File: src/rtl/des_region_scheduler.sv
// Sweeps des_block over an inclusive range of regions, reporting each nonzero match count
// through a valid/ready handshake. All outputs come straight from flops.
module des_region_scheduler #(
  parameter int unsigned REGION_W = 16,
  parameter int unsigned COUNT_W  = 10,
  parameter int unsigned TIMEOUT  = 4096
) (
  input  logic                clk_i,
  input  logic                rst_ni,
  input  logic                go_i,
  input  logic                abort_i,
  input  logic [REGION_W-1:0] region_first_i,
  input  logic [REGION_W-1:0] region_last_i,
  output logic                des_start_o,
  output logic [REGION_W-1:0] des_region_select_o,
  input  logic [COUNT_W-1:0]  des_counter_i,
  input  logic                des_valid_i,
  output logic                hit_valid_o,
  input  logic                hit_ready_i,
  output logic [REGION_W-1:0] hit_region_o,
  output logic [COUNT_W-1:0]  hit_count_o,
  output logic                busy_o,
  output logic                done_o,
  output logic                range_err_o,
  output logic                timeout_err_o,
  output logic [15:0]         hit_total_o
);

  localparam int unsigned TimerW = (TIMEOUT > 1) ? $clog2(TIMEOUT) : 1;
  localparam logic [TimerW-1:0] TimerLast = TimerW'(TIMEOUT - 1);

  typedef enum logic [2:0] {StIdle, StLaunch, StWait, StReport, StAdvance} state_e;

  state_e              state_q, state_d;
  logic [REGION_W-1:0] cur_q, cur_d;
  logic [REGION_W-1:0] last_q, last_d;
  logic [TimerW-1:0]   timer_q, timer_d;
  logic [REGION_W-1:0] hit_region_q, hit_region_d;
  logic [COUNT_W-1:0]  hit_count_q, hit_count_d;
  logic [15:0]         hit_total_q, hit_total_d;
  logic                start_q, start_d;
  logic [REGION_W-1:0] sel_q, sel_d;
  logic                hit_valid_q, hit_valid_d;
  logic                busy_q, busy_d;
  logic                done_q, done_d;
  logic                range_err_q, range_err_d;
  logic                timeout_err_q, timeout_err_d;

  always_comb begin
    state_d       = state_q;
    cur_d         = cur_q;
    last_d        = last_q;
    timer_d       = timer_q;
    hit_region_d  = hit_region_q;
    hit_count_d   = hit_count_q;
    hit_total_d   = hit_total_q;
    done_d        = 1'b0;
    range_err_d   = 1'b0;
    timeout_err_d = 1'b0;

    // abort overrides every transition; hit_total keeps its value for inspection
    if (abort_i) begin
      state_d = StIdle;
    end else begin
      unique case (state_q)
        StIdle: begin
          if (go_i) begin
            if (region_first_i <= region_last_i) begin
              cur_d       = region_first_i;
              last_d      = region_last_i;
              hit_total_d = '0;
              state_d     = StLaunch;
            end else begin
              range_err_d = 1'b1;
            end
          end
        end
        StLaunch: begin
          timer_d = '0;
          state_d = StWait;
        end
        StWait: begin
          if (des_valid_i) begin
            if (des_counter_i != '0) begin
              hit_region_d = cur_q;
              hit_count_d  = des_counter_i;
              if (hit_total_q != 16'hFFFF) begin
                hit_total_d = hit_total_q + 16'd1;
              end
              state_d = StReport;
            end else begin
              state_d = StAdvance;
            end
          end else if (timer_q == TimerLast) begin
            timeout_err_d = 1'b1;
            state_d       = StAdvance;
          end else begin
            timer_d = timer_q + 1'b1;
          end
        end
        StReport: begin
          if (hit_ready_i) begin
            state_d = StAdvance;
          end
        end
        StAdvance: begin
          // cur only advances while below last, so it can never wrap
          if (cur_q == last_q) begin
            done_d  = 1'b1;
            state_d = StIdle;
          end else begin
            cur_d   = cur_q + 1'b1;
            state_d = StLaunch;
          end
        end
        default: state_d = StIdle;
      endcase
    end
  end

  // Registered outputs are decoded from the next state so they align with it.
  always_comb begin
    start_d     = (state_d == StLaunch);
    busy_d      = (state_d != StIdle);
    hit_valid_d = (state_d == StReport);
    sel_d       = (state_d == StIdle) ? '0 : cur_d;
  end

  always_ff @(posedge clk_i or negedge rst_ni) begin
    if (!rst_ni) begin
      state_q       <= StIdle;
      cur_q         <= '0;
      last_q        <= '0;
      timer_q       <= '0;
      hit_region_q  <= '0;
      hit_count_q   <= '0;
      hit_total_q   <= '0;
      start_q       <= 1'b0;
      sel_q         <= '0;
      hit_valid_q   <= 1'b0;
      busy_q        <= 1'b0;
      done_q        <= 1'b0;
      range_err_q   <= 1'b0;
      timeout_err_q <= 1'b0;
    end else begin
      state_q       <= state_d;
      cur_q         <= cur_d;
      last_q        <= last_d;
      timer_q       <= timer_d;
      hit_region_q  <= hit_region_d;
      hit_count_q   <= hit_count_d;
      hit_total_q   <= hit_total_d;
      start_q       <= start_d;
      sel_q         <= sel_d;
      hit_valid_q   <= hit_valid_d;
      busy_q        <= busy_d;
      done_q        <= done_d;
      range_err_q   <= range_err_d;
      timeout_err_q <= timeout_err_d;
    end
  end

  assign des_start_o         = start_q;
  assign des_region_select_o = sel_q;
  assign hit_valid_o         = hit_valid_q;
  assign hit_region_o        = hit_region_q;
  assign hit_count_o         = hit_count_q;
  assign busy_o              = busy_q;
  assign done_o              = done_q;
  assign range_err_o         = range_err_q;
  assign timeout_err_o       = timeout_err_q;
  assign hit_total_o         = hit_total_q;

endmodule

File: config.mk
export PLATFORM = sky130hd
export DESIGN_NAME = des_region_scheduler
export DESIGN_NICKNAME = d
export VERILOG_FILES = /design/src/rtl/des_region_scheduler.sv
export SDC_FILE = /design/constraint.sdc
export NUM_CORES = 1
export LEC_CHECK = 0
export CORE_ASPECT_RATIO = 1.75
export CORE_MARGIN = 2
export CORE_UTILIZATION = 52
export DETAILED_ROUTE_END_ITERATION = 7
export GPL_TIMING_DRIVEN = 1
export PLACE_DENSITY_LB_ADDON = 0.05
export SLEW_MARGIN = 20
export SYNTH_ARGS = -nofsm -noshare
export SYNTH_HDL_FRONTEND = slang
export SYNTH_SLANG_ARGS = --single-unit
File: constraint.sdc
create_clock -name clk_i -period 2.65 [get_ports clk_i]
set_input_delay 0.53 -clock clk_i [delete_from_list [all_inputs] [get_ports clk_i]]
set_output_delay 0.53 -clock clk_i [all_outputs]
set_load 0.01 [all_outputs]
== Yosys cells after proc, flatten, opt, wreduce, memory -nomap -nowiden ==
Index checks and enable logic that the tools add are counted.
Word-level totals
  logic and storage cells: 80
  register bits after elaboration: 111
  output and inout port bits: 64
  input port bits: 48
Operators by class
  bitwise logic cells: 1
  $lt $le $gt $ge: 1
  muxes and demuxes: 35
  add/subtract/negate cells: 3
  eq/ne operators: 16
  reduce and logical (&&, ||, !) cells: 10
Operators with widths (count)
  $mux 16: 10
  $pmux 16 s2: 2
  $add 16x1->16 const B: 2
  $mux 12: 2
  $pmux 12 s2: 1
  $mux 3: 7
  $eq 16x16->1: 1
  $le 16x16->1: 1
  $ne 16x16->1 const B: 1
  $pmux 3 s5: 1
  $ne 2x2->1 const B: 7
  $add 12x1->12 const B: 1
  $eq 12x12->1 const B: 1
  $mux 1: 12
  $reduce_and 4->1: 3
  $reduce_bool 10->1: 1
  $eq 3x2->1 const B: 3
  $reduce_and 7->1: 1
  $eq 3x1->1 const B: 2
  $logic_not 3->1: 2
  $reduce_bool 2->1: 2
  $eq 3x3->1 const B: 1
  $reduce_bool 3->1: 1
  $not 1->1: 1

== Logic depth before layout (Yosys ltp) ==
Gate-level depths: netlist (run 1).
  depth in word-level cells: 7
  mapped depth: 11
  mapped depth without buffers: 10

== Worst setup path after synthesis (run 1) ==
Ideal clock, no wire load.
  path kind: in2reg
  start: input region_last_i[14]
  end: register sel_q[14], in the netlist des_region_select_o[14]
  data arrival time: 2479 ps
  buffers on the path: 1
  setup time: 119 ps
  setup slack: 52 ps
  data required time: 2531 ps
  cell stages on the path: 9
  cell sequence: inv_1 > ha_1 > nand4_2 > a2111o_1 > a32oi_4 > nor2_2 > buf_2 > a221o_1 > and2_1
RTL lines
  start, declared: line 13  | input logic [REGION_W-1:0] region_last_i,
  $le 16x16->1: line 68  | if (region_first_i <= region_last_i) begin
  $mux 16: line 68
  $mux 16: line 67  | if (go_i) begin
  $pmux 16 s2: line 65  | unique case (state_q)
  $mux 16: line 62  | if (abort_i) begin
  net cur_d[14]: line 35  | logic [REGION_W-1:0] cur_q, cur_d;
  $mux 16: line 126  | sel_d = (state_d == StIdle) ? '0 : cur_d;
  net sel_d[14]: line 42  | logic [REGION_W-1:0] sel_q, sel_d;
  end signal, assigned: line 154  | sel_q <= sel_d;
  end, declared: line 42
The timed path passes the listed nets, and every way through them passes these cells.
A chain may end at the register's enable or synchronous reset.

== Worst setup path after layout (run 1) ==
  start: input region_first_i[1]
  end: register sel_q[13], in the netlist des_region_select_o[13]
RTL lines
  start, declared: line 12  | input logic [REGION_W-1:0] region_first_i,
  $le 16x16->1: line 68
  $mux 16: line 68
  $mux 16: line 67
  $pmux 16 s2: line 65
  $mux 16: line 62
  net cur_d[13]: line 35
  $mux 16: line 126
  net sel_d[13]: line 42
The timed path passes the listed nets, and every way through them passes these cells.

==> run summary, run 1 <==
The flow ran to the end, and the final reports show no timing, DRC or antenna violations. The required time at the worst-slack endpoint is about 2.9 ns. The netlist area before placement came out at about 0.0058 sq mm. During synthesis, Yosys emitted a total of 0 warnings. The area of the placeable core is about 0.011 sq mm. In this run the worst setup path begins at region_first_i[1]. The share of the Yosys chip area taken by registers is 47.7%. The total of flip-flops plus latches after synthesis is 111. The clock skew after layout is around 0.0067 ns. In this run the clock root is driven by a clkbuf_16.

The total grt overflow came out at 0. The count of input and output buffers came out at around 110. The die width came out at about 84 um. TritonCTS built the clock tree. The total power is slightly below 6000 uW. The pin count of the biggest net entering global routing is 56. The first-pass iteration count of the detailed router came out at 5. For this run, the leading register cell type out of synthesis is dfrtp_1. The critical path data arrival time is approximately 2.9 ns.

For the worst flop-to-flop path, the logic depth is 10. The worst register-to-register path begins at cur_q[6]$_DFF_PN0_. The DRC marker count from the first detailed-route iteration is ~280. The floorplan die height is approximately 140 um. The net count of the mapped netlist came out at around 650. The setup check on the worst reg-to-reg path leaves a slack of between 0.2 and 0.25 ns. In the synthesized netlist the async set-or-reset flop fraction comes to 100%. The clock slew seen by the registers of the worst setup and hold paths is approximately 0.08 ns. The total die area came out at ~0.012 sq mm. At the pin with the least slew margin, the transition time is 0.469 ns. The post-route netlist has between 20 and 30% of its cells at a drive strength greater than 1. Once the floorplan was initialized, standard cells occupied between 50% and 60% of the core.

In this run the worst hold path is classified as input port to async pin. The number of nets in the layout came out at ~850. 0 antenna diodes ended up in the layout. In this run, synthesis inferred 0 flip-flops with an integrated enable. The total number of H-tree levels is 3.

Synthesis produced a netlist whose cell count is 586. The category of the worst setup path launch point is an input port. The total global-route track usage came out at between 20% and 30%. In the finished design, the share of the clock period the worst path needs comes to between 90 and 100%. The critical path is of the input port to flop type.

The post-route DRC violation count is 0. The I/O pin count is ~110. Routability-driven placement finished with a final weighted congestion of just over 0.9.

In this run the core area contains 51 standard-cell rows. The maximum vdd ir drop came out at ~0.00048 V. Averaged over all synthesized cells, the footprint is between 9 and 10 sq um.

The capture instance of the worst register-to-register path is des_region_select_o[2]$_DFF_PN0_. The worst hold-check slack is 0.118 ns. The clock period minus final worst setup slack is approximately 2.6 ns. The detailed-route vias per instance came out at 5.95.

Clock latency on the worst-skew pair, taken at its later pin, is 0.36 ns. The clock buffer count from CTS came out at 9. The commonest non-fill, non-tap cell in the layout is dfrtp_1. The growth of design area from synthesis to finish came out at 43.6%.

The worst setup path is captured at a flop. The count of clock tree sinks came out at ~110. Counting tap cells, the placed design contains a total of 866 instances. The via total after detailed routing is 5,462. The initial antenna violation count is 0. The maximum fanout count along the critical path came out at 7. Setup violations remaining at the end of the flow were counted as 0. The number of global-route vias before repair came out at around 5,500. The hold violation count in the final report is 0.

The detailed placer's ending HPWL came out at 12,700 um. The first-pass GRT wire length is ~28,000 um. The finished layout holds approximately 920 standard cells, fillers aside. The leakage power summed over all cells is about 0.0038 uW. The final antenna-violating net count came out at 0. The power per cell area is slightly below 700 mW/mm^2.

In the layout the commonest cells are 111 x dfrtp_1, 89 x buf_4, 73 x clkdlybuf4s50_1. The max-capacitance violation count is 0. The post-synthesis cell type count came out at 65. Derived from the worst setup path, the maximum achievable clock frequency is around 380 MHz.

The total wire length after detailed routing is around 18,000 um. The critical path ends at des_region_select_o[13]$_DFF_PN0_. The max-slew violation total from the final report is 0. The wire length per cell after detailed routing came out at between 15 and 20 um. The longest clock path from root to sink contains 2 buffers. The worst pin sits at a relative slew slack of around two thirds.
==> cell families (layout without fill, tap and decap cells) <==
group | Yosys count | after routing | share of synthesized area, %
adders and majority gates | 19 | 19 | 4.08
xor gates and xnor gates | 27 | 27 | 4.06
AOI/OAI and AO/OA | 119 | 119 | 13.6
DFF | 111 | 111 | 47.7
and+or+nand+nor | 220 | 220 | 20.0
muxes | 35 | 35 | 6.60
buffers and inverters | 55 | 255 | 3.97
==> sequential cells by signal, summed over array words and instances, names as in the netlist <==
signal	cells
state_q	3
busy_o	1
done_o	1
range_err_o	1
hit_valid_o	1
des_region_select_o	16
hit_region_o	16
des_start_o	1
timer_q	12
hit_total_o	16
last_q	16
timeout_err_o	1
cur_q	16
hit_count_o	10
==> metal layers <==
| layer | vias to the layer above | share of wire, % | track usage, % |
|---|---|---|---|
| li1 | 2491 | - | - |
| met1 | 2668 | 35 | 30.7 |
| met2 | 232 | 56 | 55.6 |
| met3 | 71 | 4.2 | 4.57 |
| met4 | 0 | 5.4 | 16.6 |
| met5 | - | 0 | 0 |
==> per-stage QoR <==
step / instance area (sq um) / worst slack (ns) / setup TNS [ns] / utilization [%]
after floorplan: 5820 / 0.0518 / 0 / -
after CTS: 8300 / 0.000565 / 0 / 75.2
after global routing: 8360 / -0.0179 / -0.0622 / 75.8
final: 8360 / 0.0410 / 0 / 75.8
after detailed placement: 7510 / -0.597 / -32.82 / 68.0
after global placement: 7510 / -0.532 / -27.88 / 68.0
==> cell usage after synthesis (4+ instances only) <==
library cell / number / area share, %
nor2_1: 31 / 2.0
or4_1: 4 / 0.52
inv_1: 25 / 1.6
xor2_1: 19 / 2.9
o21ai_0: 42 / 3.6
ha_1: 19 / 4.1
mux2_2: 27 / 5.2
and4_1: 7 / 1.1
and2_1: 14 / 1.5
a22oi_1: 4 / 0.52
or3_1: 13 / 1.4
or2_2: 8 / 0.86
nor4_1: 8 / 0.86
nand4_1: 15 / 1.6
nand3_1: 18 / 1.5
nand2_1: 65 / 4.2
buf_2: 8 / 0.69
a221o_1: 5 / 0.86
xnor2_1: 8 / 1.2
and3_1: 10 / 1.1
nor2b_1: 4 / 0.43
a21oi_1: 30 / 2.6
mux2i_1: 8 / 1.4
o31ai_1: 5 / 0.64
a31oi_1: 7 / 0.75
nor3_1: 11 / 0.95
clkbuf_1: 18 / 1.2
dfrtp_1: 111 / 48
==> cell type report <==
cell class                 instances  area [sq um]
clock buffer                      10           239
timing repair buffer             212          1930
tap                              132           165
inverter                          26          97.6
clock inverter                     6          45.0
timing repair inverter             1          7.51
sequential                       111          2780
multi-input combinational        420          3100
fill                             779          2680
==> worst min path at each step <==
stage | from | end
6_report | rst_ni | hit_count_o[1]$_DFFE_PN0P_
2_1_floorplan | rst_ni | busy_o$_DFF_PN0_
4_1_cts | rst_ni | hit_count_o[1]$_DFFE_PN0P_
3_5_place_dp | hit_region_o[5]$_DFFE_PN0P_ | hit_region_o[5]$_DFFE_PN0P_
3_3_place_gp | hit_region_o[5]$_DFFE_PN0P_ | hit_region_o[5]$_DFFE_PN0P_
5_1_grt | rst_ni | hit_count_o[1]$_DFFE_PN0P_
==> critical path, cell delays in order <==
cell      delay (ns)
buf_2           0.12
ha_4            0.27
nor2b_4         0.12
o211ai_1        0.11
a2111o_1        0.45
buf_6           0.15
a32oi_4         0.25
buf_6           0.14
nor2_4          0.06
buf_4           0.15
a221o_1         0.35
and2_1          0.16
==> where the power goes <==
part           switching, uW  leakage [uW]  total, uW  internal [uW]
clock                    647      0.000131       1310            667
combinational            969       0.00221       2070           1100
sequential               325       0.00147       2410           2090
total                   1940       0.00381       5790           3850
==> repair_timing <==
action	CTS	global route
pin swaps	17	26
gates resized for setup	103	45
endpoints found under the hold margin	0	0
setup endpoints to repair	56	30
gates cloned	4	0
hold buffers	0	0
buffers inserted	23	10
Power figures use the tool's default switching activity.
==> run 2, diff against run 1 <==
- CAP_MARGIN: unset -> 20
- clock period: 2.65 -> 2.7 ns (I/O delays scaled with it)
==> run 2 against run 1 <==
Setup slack lost 0.033 ns. Clock skew is essentially flat. Count of clock-buffer cells in the layout shrank 1. Clock power grew 12%. Register-to-register slack lost 0.04 ns. Sequential power shrank 2%. Flip-flop and latch count is the same.
==> run summary, run 2 (synthesis results as in run 1) <==
The hold violation count in the final report is 0 (unchanged). The area growth from synthesis to layout is 42.4%. The total die area was 0.0121 sq mm (unchanged). The commonest non-fill, non-tap cell in the layout is dfrtp_1. The clock period minus final worst setup slack is roughly 2.7 ns.

TritonCTS built the clock tree. The first-pass iteration count of the detailed router is 7 (+2). The share of cells above drive strength 1 came to 27.9% (-2.0 points).

The total global-route track usage is 29.4% (-0.069 points). The worst hold path belongs to the class input port to flop. The count of input and output buffers is 111 (unchanged). The max-slew violation total from the final report is 0 (unchanged). The library cells used most frequently in the layout, excluding fill and tap cells, are 111 x dfrtp_1, 83 x buf_4, 71 x clkdlybuf4s50_1. The clock slew seen by the registers of the worst setup and hold paths came to 0.07 ns (about the same). The floorplan die height is 144 um (unchanged). The final weighted congestion of routability-driven global placement came out at 0.947 (+3.4%). The met1 track demand over resource came out at 30.4% (-0.32 points). The I/O pin count is 112 (unchanged). The initial core utilization is 52.8% (unchanged). The cell at the root of the clock tree is clkbuf_16. The total wire length after detailed routing is 17,700 um (-1.1%). The total number of H-tree levels came out at 3 (unchanged).

The max-capacitance violation count is 0 (unchanged). The initial antenna violation count is 0 (unchanged). The wire length per cell after detailed routing came out at 19.4 um (-0.15%). The area of the placeable core came out at 0.0110 sq mm (unchanged). The detailed placer's ending HPWL came out at 12,500 um (-1.6%). The maximum vdd ir drop came out at 0.000547 V (+14%). The total negative setup slack is 0 ns (unchanged).

The clock skew after layout is 0.00668 ns (-0.0000554 ns). Among the stages of the critical path, the cell type that occurs most often is buf_6. STA classifies the critical path startpoint as an input port. The pre-CTS worst setup slack is -0.593 ns (+0.00355 ns).

The post-route DRC violation count is 0 (unchanged). The sum of buffers and inverters on the critical path came to 4 (unchanged). The global routing met2 resource utilization is 52.6% (-2.9 points). The via total after detailed routing is 5,410 (-0.95%). The kind of cell with the highest combined delay along the critical path is compound AO/OA/AOI/OAI gates. The clock buffer count from CTS came out at 9 (unchanged). In the finished design, the share of the clock period the worst path needs comes to between 90% and 100%. The count of standard-cell rows is 51 (unchanged). The most crowded layer after global routing is met2. The slowest stage of the critical path belongs to the cell a2111o_1. The total grt overflow is 0 (unchanged). The first-pass GRT wire length came out at 27,700 um (+0.30%).

The run finished with clean final reports. The insertion delay of the later-clocked pin in the worst-skew pair is 0.35 ns (about the same). The required time at the worst-slack endpoint was 2.95 ns (+0.04 ns).

The maximum buffer depth of the clock tree is 2 (unchanged). The power per cell area is 706 mW/mm^2 (+2.0%). The worst setup path is captured at a flop. The die width is 84 um (unchanged). The end-of-flow core utilization came out at 75.2% (-0.61 points). Walking the worst path, the cells encountered are dlygate4sd2_1 -> ha_4 -> nand4_1 -> a2111o_1 -> a32oi_4 -> buf_6 -> buf_4 -> nor2_4 -> buf_6 -> a221o_1 -> and2_1.

The antenna diode count is 0 (unchanged). The transition at the pin with the smallest max-transition slack was 0.492 ns (+0.0235 ns). The maximum fanout count along the critical path is 6 (-1). The fraction of met3 tracks used by global routing is 4.51% (-0.057 points). The detailed-route vias per instance is 5.95 (about the same). The count of clock tree sinks is 111 (unchanged).

The DRC marker count from the first detailed-route iteration came out at 309 (+12%). The number of global-route vias before repair is 5,650 (+2.5%). The worst slew margin relative to its limit is 66.3% (-1.6 points). The critical path data arrival time came to 2.94 ns (+0.07 ns). The final antenna-violating net count is 0 (unchanged). The highest clock frequency the design can meet is 371 MHz. The post-route worst setup slack is 0.00770 ns (-0.0333 ns). The leakage power summed over all cells is 0.00381 uW (about the same). The stage delay of the slowest cell on the critical path was 0.49 ns (+0.04 ns). The setup path with the least slack is of type input port to flop. The setup violation total in the final timing report is 0 (unchanged). The pin count of the biggest net entering global routing came out at 73 (+30%).

The number of nets in the layout was 839 (-1.1%).
[run 2: power breakdown]
part | leakage, uW | switching [uW] | internal, uW
registers | 0.00147 | 303 | 2050
logic | 0.00218 | 968 | 1080
clock network | 0.000162 | 638 | 827
[run 2: worst min-delay path, cell delays in order]
cell     delay, ns
buf_6         0.10
inv_4         0.05
o21ai_0       0.08
[run 2: final cells by class]
class,count,area [sq um]
Fill cell,802,2740
Sequential cell,111,2780
Multi-Input combinational cell,420,3090
Clock buffer,9,225
Inverter,26,100
Clock inverter,7,103
Tap cell,132,165
Timing Repair Buffer,203,1830
Timing Repair inverter,1,7.51
[run 2: repair_timing]
item	in CTS	in global routing
resized for setup	75	53
hold buffers	1	0
gates cloned	1	0
pin swaps	26	26
endpoints found under the hold margin	4	0
endpoints found under the setup margin	55	21
buffers inserted	13	13
[run 2: metrics by stage]
step / total power (uW) / hold WS, ns / cell area, sq um / std cells
after floorplan: 3200 / 0.244 / 5820 / 586
after global placement: 4200 / 0.358 / 7500 / 865
after detailed placement: 4250 / 0.359 / 7500 / 865
after CTS: 5790 / 0.506 / 8160 / 896
after global routing: 6120 / 0.461 / 8300 / 909
final: 5860 / 0.461 / 8300 / 909
[run 2: final timing paths]
check / slack, ns / end / from / cells past startpoint
max: 0.008 / des_region_select_o[6]$_DFF_PN0_ / region_first_i[6] / 11
min: 0.46 / last_q[1]$_DFFE_PN0P_ / region_last_i[1] / 3
max reg2reg: 0.19 / des_region_select_o[15]$_DFF_PN0_ / last_q[1]$_DFFE_PN0P_ / 9
min reg2reg: 0.50 / hit_region_o[5]$_DFFE_PN0P_ / hit_region_o[5]$_DFFE_PN0P_ / 2
max in group asynchronous: 1.50 / cur_q[3]$_DFF_PN0_ / rst_ni / 3
min in group asynchronous: 0.53 / hit_count_o[2]$_DFFE_PN0P_ / rst_ni / 2
[run 2: metal layers]
layer / vias to the layer above / wire length [um]
li1: 2477 / -
met1: 2620 / 6190
met2: 238 / 9590
met3: 75 / 736
met4: 0 / 1150
met5: - / 0
